<file path="src/rtl/otter_intr_ctrl.sv">
// otter_intr_ctrl: multi-source interrupt controller for the OTTER CU.
//   Synchronizes NUM_SRC async lines, latches rising edges as pending,
//   masks and prioritizes (index 0 highest), and sequences a single
//   outstanding interrupt through the CU's int_taken / mret_exec handshake.
// Ports:
//   clk, RST    - system clock, synchronous active-high reset
//   irq_in      - async level interrupt lines (rising edge = event)
//   mie         - MSTATUS.MIE global enable
//   mask_we/wd  - mask register write port (bit=1 enables source)
//   int_taken   - CU pulse: trap entered
//   mret_exec   - CU pulse: mret executed
//   intr_req    - registered request to CU
//   irq_id      - index of requested / in-service source
//   mask        - current mask register
//   pending     - pending-event register
//   busy        - high while an interrupt is in service

// Per-source synchronizer and rising-edge detector.
module otter_intr_src_sync #(
   parameter int SYNC_STAGES = 2
) (
   input  logic clk,
   input  logic RST,
   input  logic irq_in,
   output logic rise
);
   logic [SYNC_STAGES-1:0] chain;
   logic                   prev;

   always_ff @(posedge clk) begin
      if (RST) begin
         chain <= '0;
         prev  <= 1'b0;
      end else begin
         chain <= {chain[SYNC_STAGES-2:0], irq_in};
         prev  <= chain[SYNC_STAGES-1];
      end
   end

   assign rise = chain[SYNC_STAGES-1] & ~prev;
endmodule

module otter_intr_ctrl #(
   parameter  int NUM_SRC     = 8,
   parameter  int SYNC_STAGES = 2,
   localparam int ID_W        = (NUM_SRC > 1) ? $clog2(NUM_SRC) : 1
) (
   input  logic               clk,
   input  logic               RST,
   input  logic [NUM_SRC-1:0] irq_in,
   input  logic               mie,
   input  logic               mask_we,
   input  logic [NUM_SRC-1:0] mask_wd,
   input  logic               int_taken,
   input  logic               mret_exec,
   output logic               intr_req,
   output logic [ID_W-1:0]    irq_id,
   output logic [NUM_SRC-1:0] mask,
   output logic [NUM_SRC-1:0] pending,
   output logic               busy
);
   localparam logic [1:0] ST_IDLE    = 2'd0;
   localparam logic [1:0] ST_REQ     = 2'd1;
   localparam logic [1:0] ST_SERVICE = 2'd2;

   logic [1:0]         state;
   logic [NUM_SRC-1:0] rise;
   logic [NUM_SRC-1:0] eligible;
   logic [NUM_SRC-1:0] clr;
   logic [ID_W-1:0]    winner;
   logic               any_elig;

   for (genvar i = 0; i < NUM_SRC; i++) begin : g_src
      otter_intr_src_sync #(.SYNC_STAGES(SYNC_STAGES)) u_sync (
         .clk    (clk),
         .RST    (RST),
         .irq_in (irq_in[i]),
         .rise   (rise[i])
      );
   end

   assign eligible = pending & mask;
   assign any_elig = |eligible;

   // Lowest set index wins: scan downward so the last hit is the smallest.
   always_comb begin
      winner = '0;
      for (int i = NUM_SRC - 1; i >= 0; i--)
         if (eligible[i]) winner = ID_W'(i);
   end

   // Only the accepted source is cleared; OR-ing rise after the clear makes
   // a coincident new event survive.
   always_comb begin
      clr = '0;
      if (state == ST_REQ && int_taken) clr[irq_id] = 1'b1;
   end

   always_ff @(posedge clk) begin
      if (RST) begin
         mask    <= '0;
         pending <= '0;
      end else begin
         if (mask_we) mask <= mask_wd;
         pending <= (pending & ~clr) | rise;
      end
   end

   always_ff @(posedge clk) begin
      if (RST) begin
         state    <= ST_IDLE;
         intr_req <= 1'b0;
         irq_id   <= '0;
         busy     <= 1'b0;
      end else begin
         case (state)
            ST_IDLE: begin
               if (mie && any_elig) begin
                  state    <= ST_REQ;
                  irq_id   <= winner;
                  intr_req <= 1'b1;
               end
            end
            ST_REQ: begin
               // int_taken beats a withdraw in the same cycle; irq_id is
               // frozen until the request resolves one way or the other.
               if (int_taken) begin
                  state    <= ST_SERVICE;
                  intr_req <= 1'b0;
                  busy     <= 1'b1;
               end else if (!mie || !eligible[irq_id]) begin
                  state    <= ST_IDLE;
                  intr_req <= 1'b0;
               end
            end
            ST_SERVICE: begin
               if (mret_exec) begin
                  state <= ST_IDLE;
                  busy  <= 1'b0;
               end
            end
            default: begin
               state    <= ST_IDLE;
               intr_req <= 1'b0;
               busy     <= 1'b0;
            end
         endcase
      end
   end
endmodule

</file>
<file path="config.mk">
export PLATFORM = sky130hd
export DESIGN_NAME = otter_intr_ctrl
export DESIGN_NICKNAME = d
export VERILOG_FILES = /design/src/rtl/otter_intr_ctrl.sv
export SDC_FILE = /design/constraint.sdc
export NUM_CORES = 1
export LEC_CHECK = 0
export ABC_AREA = 0
export BUFFER_PORTS_ARGS = -buffer_cell sky130_fd_sc_hd__buf_2
export CAP_MARGIN = 20
export CORE_MARGIN = 5
export CORE_UTILIZATION = 55
export DETAILED_ROUTE_END_ITERATION = 6
export HOLD_SLACK_MARGIN = 0.1
export PLACE_DENSITY = 0.79
export RECOVER_POWER = 50
export SYNTH_ARGS = -nofsm -noshare
export SYNTH_HDL_FRONTEND = slang
export SYNTH_HIERARCHICAL = 1
export SYNTH_SLANG_ARGS = --single-unit
</file>
<file path="constraint.sdc">
create_clock -name clk -period 1.6 [get_ports clk]
set_input_delay 0.08 -clock clk [delete_from_list [all_inputs] [get_ports clk]]
set_output_delay 0.08 -clock clk [all_outputs]
set_load 0.02 [all_outputs]
</file>
==> flow_summary.yaml <==
outcome:
  outcome: "completed"
synth:
  synth_edf_count: 0
  synth_seq_area_share_pct: 51.5
  yosysTopAreaCellShare_pct: 51.5
  synth_common_cells: "dfxtp_1 (47), nor2b_1 (24), a21oi_1 (14)"
  yosysTopAreaCell: "dfxtp_1"
  synthAdderAreaFrac_pct: 0
  synth_top_family_by_area: "simple AND/OR/NAND/NOR gates"
  synth_cell_types: 37
  synthCells: 184
  synth_nets: 206
  synthXorXnorAreaFrac_pct: 0
  synthTopCellsByArea: "dfxtp_1 (52%), nor2b_1 (8.2%), mux2i_1 (4.4%), a21oi_1 (3.8%), nor2b_2 (3.8%)"
  ys.flop_type: "dfxtp_1"
  ys_ff_latch: 47
  synthSimpleGateAreaFrac_pct: 24.3
  yosysWarnings: 6
  synth-compound-area-share_pct: 16.0
  yosys.cell_count.top_type: "dfxtp_1"
  syn_area_sq_mm: 0.00183
  async_flop_share_pct: 0
  syn_area_per_cell_sq_um: 9.92
  synthMuxAreaShare_pct: 4.39
power:
  leakagePower_nw: 1.02
  power_frac_clock_pct: 30.3
  p_int_mw: 1.68
  ir_drop_mv: 0.586
  switching_share_pct: 23.9
  powerDensity_mw_per_mm2: 921
  share_comb_of_total_power_pct: 12.0
  p_seq_share_pct: 57.7
  switching_power_mw: 0.529
worst_setup_path:
  cp_slowest_cell: "clkbuf_2"
  arrival_ps: 1570
  required_ps: 1830
  endpoint_kind: "flop"
  slowest_delay_ps: 560
  crit_type: "in2reg"
  endpoint: "g_src[2].u_sync/prev"
  reg2reg_depth: 4
  worstPathCellList: "dlygate4sd3_1 > clkbuf_2 > clkbuf_2 > nor2b_1"
  cp_max_fo: 34
  r2r_end: "intr_req"
  timing.rr.start: "irq_id[0]"
  rrSetupSlack_ps: 280
  startpoint_type: "primary input"
  crit_start: "RST"
  crit_top_cell: "clkbuf_2"
cts:
  cts_setup_buffers: 0
  cts_max_level: 2
  clk_path_buf_depth: 2
  cts_buffers: 5
  cts_resized: 0
  cts_root_buffer: "clkbuf_4"
  clock_latency_ps: 350
  clk_pin_slew_ps: 120
  clock-sinks: 47
  hold_buffers: 28
  cts_tree: "yes"
timing:
  fmax_mhz: 750
  tightest_slew_ps: 600
  slew_headroom_pct: 60.0
  clock_skew_ps: 3.40
  setup_viol: 0
  slew_viol_final: 0
  hold_viol_final: 0
  holdWs_ps: 449
  fin_setup_tns_ps: 0
  rsz0062_at_grt: "no"
  finalCritPeriodShare_pct: 83.3
  min_period_ps: 1330
floorplan:
  dieArea_sq_mm: 0.00457
  num_rows: 21
  dieWidth_um: 67.6
  core_area_sq_mm: 0.00328
  ios: 43
  die_h_um: 67.6
  start_util_pct: 55.6
detailed_routing:
  routed_wl_mm: 3.86
  postRouteAntennaNets: 0
  routed_via_density: 4.99
  drtIter0Drc: 72
  wl_per_cell_um: 12.7
  dr.pass1.iters: 5
  vias: 1513
  drc_errors: 0
global_routing:
  grt_util_met3_pct: 5.82
  grt_max_degree: 35
  grt-ovfl-total: 0
  grt_usage_pct: 18.8
  use_met1_pct: 22.8
  antenna_found_initial: 0
  grt_pass1_vias: 1403
  grt_pass1_wl_mm: 6.36
  top_usage_layer: "met2"
  use_met2_pct: 30.1
place:
  numPortBuffers: 42
  gp_routability_congestion: 0.854
  place_hpwl_mm: 2.59
run:
  maxCapViolCount: 0
worst_hold_path:
  hold_class: "reg2reg"
cells_and_area:
  diodes: 0
  utilization_pct: 73.1
  nets: 279
  drive_gt1_share_pct: 20.6
  area_growth_pct: 31.6
[critical path, delay by kind of cell]
family,cells,cell delay [ps]
and+or+nand+nor,1,100
buffers and inverters,3,1370
[placed cells by master, fill, tap and decap left out, types with 3 or more instances in the layout]
cell           instances
clkbuf_4               5
o21ai_0                7
inv_1                  9
nand2_1               10
a22oi_2                3
a21oi_1               14
o21ai_1                6
dfxtp_1               47
clkbuf_1              13
dlygate4sd3_1         28
buf_2                 28
mux2i_1                8
nor2b_2                8
nor2_1                11
nor2b_1               24
nand3_1                4
[cell families after synthesis]
| logic type | count (synthesis) |
|---|---|
| flops | 47 |
| compound gates | 43 |
| mux | 8 |
| buf+inv | 14 |
| simple gates | 72 |
[power by group through the flow]
stage	Sequential (mW)	Clock, mW	Combinational (mW)
after CTS	1.27	0.702	0.271
final	1.28	0.671	0.265
after global routing	1.28	0.746	0.295
after detailed placement	1.30	0	0.218
after floorplan	1.32	0	0.109
after global placement	1.30	0	0.215
[how the worst min path moves through the flow]
stage / startpoint / to / slack, ps / cells past startpoint
floorplan: RST / g_src[0].u_sync/chain[0] / 150 / 1
global placement: irq_in[3] / g_src[3].u_sync/chain[0] / 290 / 2
detailed placement: irq_in[6] / g_src[6].u_sync/chain[0] / 300 / 2
CTS: irq_in[0] / g_src[0].u_sync/chain[0] / 430 / 3
global route: g_src[6].u_sync/chain[0] / g_src[6].u_sync/chain[1] / 470 / 1
finish: g_src[6].u_sync/chain[0] / g_src[6].u_sync/chain[1] / 450 / 1
[layer usage]
metal	share of wire [%]	wire length [um]	vias to the layer above
met2	47	1820	50
met4	2.2	85	0
met5	0	0	-
li1	-	-	777
met3	6.5	252	10
met1	44	1700	676
[flip-flops by register name, indices dropped and copies added (netlist names)]
| name | count |
|---|---|
| irq_id | 3 |
| mask | 8 |
| pending | 8 |
| g_src.u_sync/prev | 8 |
| g_src.u_sync/chain | 16 |
| busy | 1 |
| state | 2 |
| intr_req | 1 |
[metrics by stage]
step                      total power, mW  instances  worst slack (ps)  instance area, sq um
after floorplan                      1.43        184               392                  1830
after global placement               1.51        268               334                  2070
after detailed placement             1.52        268               318                  2070
after CTS                            2.25        303               291                  2420
after global routing                 2.33        303               137                  2400
final                                2.21        303               267                  2400
[final cells by class]
cell class,count,area (sq um)
Clock inverter,2,37.5
Sequential cell,47,941
Clock buffer,5,37.5
Fill cell,246,882
Tap cell,46,57.6
Multi-Input combinational cell,123,816
Inverter,9,33.8
Timing Repair Buffer,71,479
(Power assumes the default switching activity.)
